[src/rtl/bin2bcd_iter_if.sv]
// Handshake bundle for the iterative binary-to-BCD converter.
// Carries the start strobe, the operand, the packed BCD result and the done/ready status.
// master drives ena/hex; slave (the converter) drives dec/ena_o/ovf/ready.
interface bin2bcd_iter_if #(
    parameter int DATA_W = 8,
    parameter int DIGITS = 3
);
    logic                  ena;
    logic [DATA_W-1:0]     hex;
    logic [4*DIGITS-1:0]   dec;
    logic                  ena_o;
    logic                  ovf;
    logic                  ready;

    modport master (
        output ena,
        output hex,
        input  dec,
        input  ena_o,
        input  ovf,
        input  ready
    );

    modport slave (
        input  ena,
        input  hex,
        output dec,
        output ena_o,
        output ovf,
        output ready
    );
endinterface

[src/rtl/bin2bcd_iter.sv]
// Sequential double-dabble binary-to-BCD converter with saturating overflow.
// Latency: DATA_W cycles from the accepting edge to the ena_o strobe.
// Backpressure: ready is low while shifting; ena is ignored (not queued) then.
module bin2bcd_iter #(
    parameter int DATA_W = 8,
    parameter int DIGITS = 3
) (
    input  logic          clk,
    input  logic          rst,
    bin2bcd_iter_if.slave bus
);
    localparam int BCD_W = 4 * DIGITS;
    localparam int CNT_W = $clog2(DATA_W + 1);
    localparam logic [BCD_W-1:0] SAT_VAL = {DIGITS{4'h9}};

    typedef enum logic [1:0] {
        ST_IDLE  = 2'd0,
        ST_SHIFT = 2'd1,
        ST_DONE  = 2'd2
    } state_t;

    state_t            state_q, state_d;
    logic [DATA_W-1:0] sr_q, sr_d;
    logic [BCD_W-1:0]  acc_q, acc_d;
    logic [CNT_W-1:0]  cnt_q, cnt_d;
    logic              sticky_q, sticky_d;
    logic [BCD_W-1:0]  dec_q, dec_d;
    logic              ovf_q, ovf_d;
    logic              done_q, done_d;

    logic [BCD_W-1:0]  acc_adj;
    logic [BCD_W-1:0]  acc_sh;
    logic [DATA_W-1:0] sr_sh;
    logic              carry_out;
    logic              sticky_nxt;

    // Per-digit correction: any digit >= 5 gets +3 so the following doubling
    // carries correctly into the next digit. Digits never carry into each other here.
    always_comb begin
        acc_adj = acc_q;
        for (int i = 0; i < DIGITS; i++) begin
            if (acc_q[4*i +: 4] >= 4'd5) begin
                acc_adj[4*i +: 4] = acc_q[4*i +: 4] + 4'd3;
            end
        end
    end

    // One-bit left shift of {accumulator, operand}; the bit leaving the top digit
    // means the running value has reached 10^DIGITS.
    assign {carry_out, acc_sh, sr_sh} = {acc_adj, sr_q, 1'b0};
    assign sticky_nxt = sticky_q | carry_out;

    // Next-state and datapath control; ready is derived from the state register alone.
    always_comb begin
        state_d  = state_q;
        sr_d     = sr_q;
        acc_d    = acc_q;
        cnt_d    = cnt_q;
        sticky_d = sticky_q;
        dec_d    = dec_q;
        ovf_d    = ovf_q;
        done_d   = 1'b0;

        case (state_q)
            ST_IDLE, ST_DONE: begin
                if (bus.ena) begin
                    sr_d     = bus.hex;
                    acc_d    = '0;
                    sticky_d = 1'b0;
                    cnt_d    = CNT_W'(DATA_W);
                    state_d  = ST_SHIFT;
                end else begin
                    state_d  = ST_IDLE;
                end
            end
            ST_SHIFT: begin
                sr_d     = sr_sh;
                acc_d    = acc_sh;
                sticky_d = sticky_nxt;
                cnt_d    = cnt_q - CNT_W'(1);
                if (cnt_q == CNT_W'(1)) begin
                    // Final shift: publish the result, saturated to all nines on overflow.
                    state_d = ST_DONE;
                    dec_d   = sticky_nxt ? SAT_VAL : acc_sh;
                    ovf_d   = sticky_nxt;
                    done_d  = 1'b1;
                end
            end
            default: begin
                state_d = ST_IDLE;
            end
        endcase
    end

    // State and datapath registers; reset aborts any conversion in flight.
    always_ff @(posedge clk or negedge rst) begin
        if (!rst) begin
            state_q  <= ST_IDLE;
            sr_q     <= '0;
            acc_q    <= '0;
            cnt_q    <= '0;
            sticky_q <= 1'b0;
            dec_q    <= '0;
            ovf_q    <= 1'b0;
            done_q   <= 1'b0;
        end else begin
            state_q  <= state_d;
            sr_q     <= sr_d;
            acc_q    <= acc_d;
            cnt_q    <= cnt_d;
            sticky_q <= sticky_d;
            dec_q    <= dec_d;
            ovf_q    <= ovf_d;
            done_q   <= done_d;
        end
    end

    assign bus.dec   = dec_q;
    assign bus.ovf   = ovf_q;
    assign bus.ena_o = done_q;
    assign bus.ready = (state_q != ST_SHIFT);

endmodule

[src/flat_wrapper.sv]
// flat-port wrapper written by rule: the top's interface ports become plain ports
module bin2bcd_iter_flat 
#(
    parameter int DATA_W = 8,
    parameter int DIGITS = 3
)
  (clk, rst, bus_ena, bus_hex, bus_dec, bus_ena_o, bus_ovf, bus_ready);
  bin2bcd_iter_if #(.DATA_W(DATA_W), .DIGITS(DIGITS)) bus_i ();
  input  logic clk;
  input  logic rst;
  input wire logic [$bits(bus_i.ena)-1:0] bus_ena;
  input wire logic [$bits(bus_i.hex)-1:0] bus_hex;
  output wire logic [$bits(bus_i.dec)-1:0] bus_dec;
  output wire logic [$bits(bus_i.ena_o)-1:0] bus_ena_o;
  output wire logic [$bits(bus_i.ovf)-1:0] bus_ovf;
  output wire logic [$bits(bus_i.ready)-1:0] bus_ready;
  assign bus_i.ena = bus_ena;
  assign bus_i.hex = bus_hex;
  assign bus_dec = bus_i.dec;
  assign bus_ena_o = bus_i.ena_o;
  assign bus_ovf = bus_i.ovf;
  assign bus_ready = bus_i.ready;
  bin2bcd_iter #(.DATA_W(DATA_W), .DIGITS(DIGITS)) u_core (.clk(clk), .rst(rst), .bus(bus_i));
endmodule
[config.mk]
export PLATFORM = sky130hd
export DESIGN_NAME = bin2bcd_iter_flat
export DESIGN_NICKNAME = d
export VERILOG_FILES = /design/src/rtl/bin2bcd_iter_if.sv /design/src/rtl/bin2bcd_iter.sv /design/src/flat_wrapper.sv
export SDC_FILE = /design/constraint.sdc
export NUM_CORES = 1
export LEC_CHECK = 0
export CAP_MARGIN = 20
export CELL_PAD_IN_SITES_DETAIL_PLACEMENT = 0
export CELL_PAD_IN_SITES_GLOBAL_PLACEMENT = 1
export CORE_MARGIN = 3
export CORE_UTILIZATION = 38
export DETAILED_ROUTE_END_ITERATION = 8
export GPL_TIMING_DRIVEN = 0
export PLACE_DENSITY_LB_ADDON = 0.1
export SYNTH_ARGS = -nofsm -noshare
export SYNTH_HDL_FRONTEND = slang
export SYNTH_SLANG_ARGS = --single-unit
[constraint.sdc]
create_clock -name clk -period 1.85 [get_ports clk]
set_input_delay 0.37 -clock clk [delete_from_list [all_inputs] [get_ports clk]]
set_output_delay 0.37 -clock clk [all_outputs]
set_load 0.02 [all_outputs]
# Word level (Yosys, flattened, before mapping)
# Cells that the tools add are included.
[word_totals]
ff_bits = 41
inputBits = 11
wordCells = 44
[classes]
n_eq_ne = 6
reduce_logical = 5
bitwise = 1
n_mux = 17
n_addsub = 4
order_cmp = 3
[op_table]
columns = ["op", "n"]
rows = [
  ["2-to-1 mux 12 bit", 2],
  ["one-hot mux 12 bit (2 select lines)", 1],
  ["2-to-1 mux 4 bit", 4],
  ["one-hot mux 8 bit (2 select lines)", 1],
  ["adder 4 x 2 -> 4 bit, second input constant", 3],
  ["greater-or-equal comparator 4 x 3 -> 1 bit, second input constant", 3],
  ["2-to-1 mux 8 bit", 1],
  ["one-hot mux 4 bit (2 select lines)", 1],
  ["== test 4 x 1 -> 1 bit, second input constant", 1],
  ["2-to-1 mux 1 bit", 4],
  ["inequality test 2 x 1 -> 1 bit, second input constant", 2],
  ["one-hot mux 2 bit (2 select lines)", 1],
  ["AND reduction 2 bit", 2],
  ["subtractor 4 x 1 -> 4 bit, second input constant", 1],
  ["== test 2 x 1 -> 1 bit, second input constant", 1],
  ["== test 2 bit, second input constant", 1],
  ["zero test 2 bit", 1],
  ["2-to-1 mux 2 bit", 1],
  ["inequality test 2 bit, second input constant", 1],
  ["one-hot mux 1 bit (2 select lines)", 1],
  ["nonzero test 2 bit", 1],
  ["OR reduction 2 bit", 1],
  ["bitwise OR 1 bit", 1],
]

# Logic depth before layout (Yosys ltp)
# Gate-level depths: netlist of run 1.
[depth]
ltp_word = 4
ltp_mapped = 8

# Worst setup path after synthesis of run 1
# OpenSTA, ideal clock, no wires.
[synth_path]
path_kind = "flip-flop to flip-flop"
from = "reg u_core.acc_q[8]"
to = "reg u_core.dec_q[10], in the netlist u_core.bus.dec[10]"
setup_slack_ns = 0.110
period_less_slack_ns = 1.740
setup_ns = 0.103
path_stages_with_launch = 8
n_path_buf = 1
required_time_ns = 1.747
t_arrival_ns = 1.636
path_cell_list = "dfrtp_1 -> inv_1 -> ha_1 -> nand2b_1 -> nor3b_1 -> or3_1 -> buf_6 -> o41ai_2"
[synth_via]
elab_chain_cells = 4
elab_cells_between_ends = 5
cone_classes = "add/sub (1); order compare (1); mux (2); bitwise (1)"
[synth_lines]
columns = ["element", "line", "rtl"]
rows = [
  ["start, declared", "bin2bcd_iter.sv:24", "logic [BCD_W-1:0] acc_q, acc_d;"],
  ["start signal, assigned", "bin2bcd_iter.sv:100", "acc_q <= '0;"],
  ["start signal, assigned", "bin2bcd_iter.sv:109", "acc_q <= acc_d;"],
  ["adder 4 x 2 -> 4 bit / greater-or-equal comparator 4 x 3 -> 1 bit (equally long branches)", "bin2bcd_iter.sv:43, bin2bcd_iter.sv:42", ""],
  ["2-to-1 mux 4 bit (*)", "bin2bcd_iter.sv:42", "if (acc_q[4*i +: 4] >= 4'd5) begin"],
  ["bitwise OR 1 bit", "bin2bcd_iter.sv:51", "assign sticky_nxt = sticky_q | carry_out;"],
  ["2-to-1 mux 12 bit (*)", "bin2bcd_iter.sv:84", "dec_d = sticky_nxt ? SAT_VAL : acc_sh;"],
  ["end signal, assigned", "bin2bcd_iter.sv:103", "dec_q <= '0;"],
  ["end signal, assigned", "bin2bcd_iter.sv:112", "dec_q <= dec_d;"],
  ["end, declared", "bin2bcd_iter.sv:27", "logic [BCD_W-1:0] dec_q, dec_d;"],
]
# Every way passes the cells marked *; elsewhere a longest branch is shown, timed or not.
# A chain may end at the register's enable or synchronous reset.

# Final worst setup path of run 1
[layout_path]
from = "reg u_core.acc_q[8]"
to = "reg u_core.dec_q[5], in the netlist u_core.bus.dec[5]"
[layout_via]
elab_chain_cells = 4
elab_cells_between_ends = 5
cone_classes = "add/sub (1); order compare (1); mux (2); bitwise (1)"
[layout_lines]
columns = ["element", "line"]
rows = [
  ["adder 4 x 2 -> 4 bit / greater-or-equal comparator 4 x 3 -> 1 bit (equally long branches)", "bin2bcd_iter.sv:43, bin2bcd_iter.sv:42"],
  ["2-to-1 mux 4 bit (*)", "bin2bcd_iter.sv:42"],
  ["bitwise OR 1 bit (*)", "bin2bcd_iter.sv:51"],
  ["2-to-1 mux 12 bit (*)", "bin2bcd_iter.sv:84"],
]
# Marks and branches as above.

==> impl_metrics.tcl, run 1 <==
set metrics [dict create \
    wl_mm 4.14 \
    place_area_um2 2260 \
    synthXorXnorAreaFrac_pct 1.38 \
    final_common_cell "dfrtp_1" \
    grt_max_degree 22 \
    ys_seq_elements 41 \
    grt_pass1_wl_mm 7.18 \
    grt_pass1_vias 1573 \
    die_y_um 76.8 \
    slew_viol_final 0 \
    grt_antenna_before_repair 0 \
    track_usage_pct 15.1 \
    io_buffers 25 \
    fp-row-count 25 \
    synth_top_family_by_area "compound AO/OA/AOI/OAI gates" \
    path_class "reg -> reg" \
    rsz0062_at_grt "true" \
    p_total_mw 4.37 \
    dp_hpwl_mm 3.02 \
    core_area_um2 4790 \
    status "finished, final reports clean" \
    ir_drop_mv 0.666 \
    wire_per_inst_um 14.0 \
    dieArea_um2 5900 \
    ys_seq_area_share_pct 53.9 \
    worstSetupEndpointType "flip-flop" \
    fin_worst_skew_ps 8.16 \
    drt_iter0_markers 50 \
    diodes 0 \
    ys_warn_count 0 \
    clock_latency_ps 290 \
    hold_buffers 0 \
    synthCells 192 \
    drt_first_pass_iters 4 \
    finalCriticalPeriod_ps 1800 \
    die_w_um 76.8 \
    cpLargestDelayFamily "simple AND/OR/NAND/NOR gates" \
    clk_pin_slew_worst_paths_ps 80 \
    cts_htree_levels 2 \
    cts_made_buffers 5 \
    period_share_pct 97.5 \
    clk_path_buf_depth 2 \
    yosysTopAreaCell "dfrtp_1" \
    numClockSinks 41 \
    timing.final.ws_setup_ps 45.4 \
    synth_simple_gate_area_share_pct 17.3 \
    area_delta_synth_final_pct 27.6 \
    avgSynthCellArea_um2 9.92 \
    p_leak_nw 1.08 \
    final_cell_mix "41 x dfrtp_1, 35 x nand2_1, 23 x clkdlybuf4s50_1" \
    synthMuxAreaShare_pct 0 \
    dr_total_vias 1500 \
    worstSetupStartpointType "flip-flop" \
    slowest_delay_ps 440 \
    multi_input_area_um2 856 \
    synth_fa_ha_area_share_pct 5.26 \
    ys_top_cells_by_area "dfrtp_1 54%, nand2_1 7.1%, ha_1 5.3%, o21ai_0 4.2%, a21oi_1 2.9%" \
    path_buf_inv 1 \
    syn_area_um2 1900 \
    gp_congestion 0.852 \
    maxSlewHeadroom_pct 63.6 \
    hold_viol 0 \
    drc_errors 0 \
    path_cells "ha_2 > nand2b_1 > nor3b_2 > or3_1 > buf_6 > o31ai_1" \
    worstPathRequired_ps 2050 \
    synth_top_area_share_pct 53.9 \
    fmax_mhz 554 \
    final_area_um2 2430 \
    drive_above_1_share_pct 14.5 \
    cp_slowest_cell "dfrtp_1" \
    worstMarginPinSlew_ps 545 \
    synth_nets 211 \
    start_util_pct 39.8 \
    synth.distinct_cells 26 \
    fin_nets 246 \
    min_path_type "in -> async" \
    finalSetupViolCount 0 \
    cts_tree "built" \
    crit_path_max_fanout 6 \
    final-seq-area_um2 1030 \
    grt-ovfl-total 0 \
    cap_violations 0 \
    place_ws_ps -390 \
    via_per_inst 5.08 \
    cp.arrival_ps 2010 \
    nFillCells 455 \
    holdWs_ps 34.8 \
    drtAntennaViolNets 0 \
    power.density_nw_per_um2 1800 \
    pin_count 26 \
    synth-compound-area-share_pct 17.8 \
    cts_root_buf "clkbuf_8" \
]
## metrics by stage
stage / TNS, ps / util (%) / instances
floorplan: 0 / - / 192
global placement: -27320 / 46.8 / 284
detailed placement: -2010 / 47.2 / 285
CTS: -38.1 / 49.6 / 294
global route: -61.7 / 50.8 / 295
finish: 0 / 50.8 / 295
## where the power goes
group	leakage, nW	internal (mW)	switching [mW]
Clock	0.0439	0.260	0.317
Combinational	0.526	0.938	1.27
Sequential	0.508	1.30	0.293
Total	1.08	2.50	1.88
## flip-flops by register name, summed over array words and instances (netlist names)
register and count:
u_core.sticky_q 1, u_core.bus.ovf 1, u_core.state_q 2, u_core.cnt_q 4, u_core.sr_q 8, u_core.acc_q 12
u_core.bus.dec 12, u_core.bus.ena_o 1
## timing repair
item / 4_1_cts / 5_1_grt
pin swaps: 3 / 2
buffers inserted: 2 / 1
gates resized for setup: 8 / 10
endpoints found under the hold margin: 0 / 0
setup endpoints to repair: 13 / 14
## cell type report
| class | instances | share of cell area, % |
|---|---|---|
| clock buffers | 5 | 2.83 |
| plain buffers | 7 | 1.49 |
| repair buffers | 29 | 12.1 |
| flip-flops and latches | 41 | 42.2 |
| inverters | 12 | 1.96 |
| clock inverters | 3 | 0.721 |
| multi-input cells | 131 | 35.2 |
| well taps | 67 | 3.45 |
## layer usage
metal  share of wire, %  track usage, %
met2                 48            25.5
met3                5.1            4.58
met5                  0               0
met1                 45            18.5
met4                1.6            4.89
## logic make-up after synthesis
| group | Yosys count |
|---|---|
| AO/OA/AOI/OAI | 51 |
| XOR/XNOR | 3 |
| adder cells (fa/ha/maj) | 8 |
| buffers and inverters | 20 |
| flip-flops | 41 |
| AND/OR/NAND/NOR | 69 |
## path summary, 6_finish.rpt
| kind | endpoint | from | slack, ps | cells past startpoint |
|---|---|---|---|---|
| setup / recovery | u_core.bus.dec[5]$_DFFE_PN0P_ | u_core.acc_q[8]$_DFFE_PN0P_ | 50 | 6 |
| hold / removal | u_core.bus.dec[7]$_DFFE_PN0P_ | rst | 30 | 1 |
| setup reg to reg | u_core.bus.dec[5]$_DFFE_PN0P_ | u_core.acc_q[8]$_DFFE_PN0P_ | 50 | 6 |
| hold reg to reg | u_core.bus.dec[5]$_DFFE_PN0P_ | u_core.bus.dec[5]$_DFFE_PN0P_ | 480 | 2 |
| max in group asynchronous | u_core.sticky_q$_DFFE_PN0P_ | rst | 1330 | 2 |
| min in group clk | u_core.bus.dec[5]$_DFFE_PN0P_ | u_core.bus.dec[5]$_DFFE_PN0P_ | 480 | 2 |
## synthesized netlist by cell type
cell / instances
nand2b_1: 4
a21oi_1: 11
nand2_1: 36
or3_1: 1
ha_1: 8
and2_4: 1
clkbuf_1: 6
o21ai_0: 16
inv_1: 12
o41ai_2: 3
o21ai_2: 1
nor2_1: 8
nor3b_1: 7
nor4_1: 1
xnor2_1: 3
nor3_1: 2
a22o_1: 2
dfrtp_1: 41
and2_1: 3
o31ai_1: 6
buf_6: 1
a31oi_1: 5
nand3_1: 1
nor2b_1: 5
buf_2: 1
a22oi_1: 7
## worst reg2reg max path, cell delays in order (launching register included)
cell      delay, ps
dfrtp_1         440
ha_2            200
nand2b_1        160
nor3b_2         180
or3_1           370
buf_6           150
o31ai_1         220
Note: power is estimated with default switching activity, not from simulation.
==> run 2, diff against run 1 <==
CORE_UTILIZATION = 42   (was 38)
clock period = 1.8 ns   (was 1.85 ns; I/O delays follow)
==> run 2 against run 1 <==
Effect of this change: global-route usage up 3.1 points; clock skew shrank 5.2 ps; setup slack lost 23 ps; via count fell by 2.2%; cell count down 5.4%; clock power increased by 32%; sequential power increased by 3%; largest cell class unchanged; largest power group unchanged.
==> impl_metrics.tcl, run 2 (synthesized netlist as in run 1, its figures left out) <==
set metrics [dict create \
    status "finished, final reports clean" \
    start_util_pct 45.6 \
    maxSlewHeadroom_pct 39.6 \
    finalCriticalPeriod_ps 1780 \
    dr_total_vias 1467 \
    fin_nets 247 \
    power.density_nw_per_um2 1950 \
    die_y_um 73.3 \
    period_share_pct 98.8 \
    hold_viol 0 \
    cp.arrival_ps 1970 \
    worstSetupStartpointType "flip-flop" \
    drt_iter0_markers 74 \
    hold_buffers 0 \
    dieArea_um2 5380 \
    worstPathRequired_ps 1990 \
    core_area_um2 4170 \
    numClockSinks 41 \
    track_usage_pct 18.3 \
    fin_worst_skew_ps 3.01 \
    grt_max_degree 42 \
    drtAntennaViolNets 0 \
    fmax_mhz 562 \
    path_class "reg -> reg" \
    reg2reg_depth 7 \
    reg2reg_setup_slack_ps 20 \
    cts_htree_levels 2 \
    final_util_pct 58.0 \
    grt-ovfl-total 0 \
    wl_mm 4.24 \
    cts_root_buf "clkbuf_8" \
    worstMarginPinSlew_ps 906 \
    top_usage_layer "met2" \
    p_leak_nw 1.09 \
    grtUsageMet3_pct 5.34 \
    ir_drop_mv 0.820 \
    grt_use_met2_pct 30.8 \
    diodes 0 \
    rsz0062_at_grt "true" \
    cts_tree "built" \
    drive_above_1_share_pct 15.3 \
    area_delta_synth_final_pct 27.0 \
    grt_pass1_vias 1566 \
    clk_pin_slew_worst_paths_ps 80 \
    clock_latency_ps 290 \
    slew_viol_final 0 \
    drc_errors 0 \
    final_cell_mix "41 x dfrtp_1, 35 x nand2_1, 23 x clkdlybuf4s50_1" \
    cap_violations 0 \
    dp_cells 267 \
    gp_congestion 0.836 \
    die_w_um 73.3 \
    nFillCells 353 \
    clk_path_buf_depth 2 \
    crit_path_max_fanout 6 \
    timing.rr.end "u_core.bus.dec[9]$_DFFE_PN0P_" \
    grt_antenna_before_repair 0 \
    final_common_cell "dfrtp_1" \
    dp_hpwl_mm 2.97 \
    finalSetupViolCount 0 \
    p_total_mw 4.73 \
    rr_startpoint "u_core.acc_q[9]$_DFFE_PN0P_" \
    grt_pass1_wl_mm 7.48 \
    via_per_inst 5.26 \
    cts_made_buffers 5 \
    min_path_type "in -> async" \
    wire_per_inst_um 15.2 \
    io_buffers 25 \
    grt_use_met1_pct 22.9 \
    fp-row-count 23 \
    pin_count 26 \
    worstSetupEndpointType "flip-flop" \
    drt_first_pass_iters 4 \
    fin_cells 279 \
]
## run 2: area by class of cell
cell class,instances,area [um2],area share (%)
flip-flops and latches,41,1030,42.4
multi-input cells,131,847,35.0
repair buffers,29,270,11.2
clock buffers,7,86.3,3.57
well taps,50,62.6,2.59
plain buffers,8,51.3,2.12
inverters,12,45.0,1.86
clock inverters,1,30.0,1.24
## run 2: worst max-delay path, cell delays in order, from the launching register on
cell and delay (ps):
dfrtp_1 380, inv_2 70, ha_2 180, nand2b_4 130, nor3b_2 160, or3_1 360, buf_6 150, o31ai_1 240
## run 2: worst max path at each step
stage / from / to / slack [ps] / cells after the start
final: u_core.acc_q[9]$_DFFE_PN0P_ / u_core.bus.dec[9]$_DFFE_PN0P_ / 20 / 7
after global routing: u_core.acc_q[9]$_DFFE_PN0P_ / u_core.bus.dec[9]$_DFFE_PN0P_ / -30 / 7
after CTS: u_core.cnt_q[1]$_DFFE_PN0P_ / u_core.bus.dec[4]$_DFFE_PN0P_ / 4 / 8
after detailed placement: u_core.state_q[0]$_DFFE_PN0P_ / bus_ready / -410 / 4
after global placement: rst / u_core.sr_q[3]$_DFFE_PN0P_ / -620 / 1
after floorplan: u_core.acc_q[8]$_DFFE_PN0P_ / u_core.bus.dec[10]$_DFFE_PN0P_ / 60 / 7
## run 2: through the flow
step / area (um2) / hold WS, ps / setup TNS, ps / setup slack, ps
floorplan: 1900 / 64.4 / 0 / 60.4
global placement: 2220 / 459 / -28110 / -616
detailed placement: 2210 / 460 / -4140 / -407
CTS: 2380 / 223 / 0 / 3.86
global route: 2420 / 266 / -88.2 / -31.6
finish: 2420 / 194 / 0 / 22.0
## run 2: layer usage
| layer | up-vias | part of all wire [%] |
|---|---|---|
| met4 | 0 | 0.50 |
| met3 | 2 | 4.0 |
| met1 | 706 | 45 |
| met2 | 30 | 51 |
| li1 | 729 | - |
| met5 | - | 0 |
## run 2: power breakdown
part / switching, mW / total [mW] / internal (mW)
combinational: 1.31 / 2.32 / 1.01
clock: 0.310 / 0.762 / 0.452
sequential: 0.309 / 1.64 / 1.33
total: 1.93 / 4.73 / 2.80
## run 2: what timing repair did
action	in CTS	in global routing
gates resized for setup	17	8
endpoints found under the hold margin	0	0
endpoints found under the setup margin	14	15
setup buffers	3	1
cloned	0	0
pin swaps	3	3
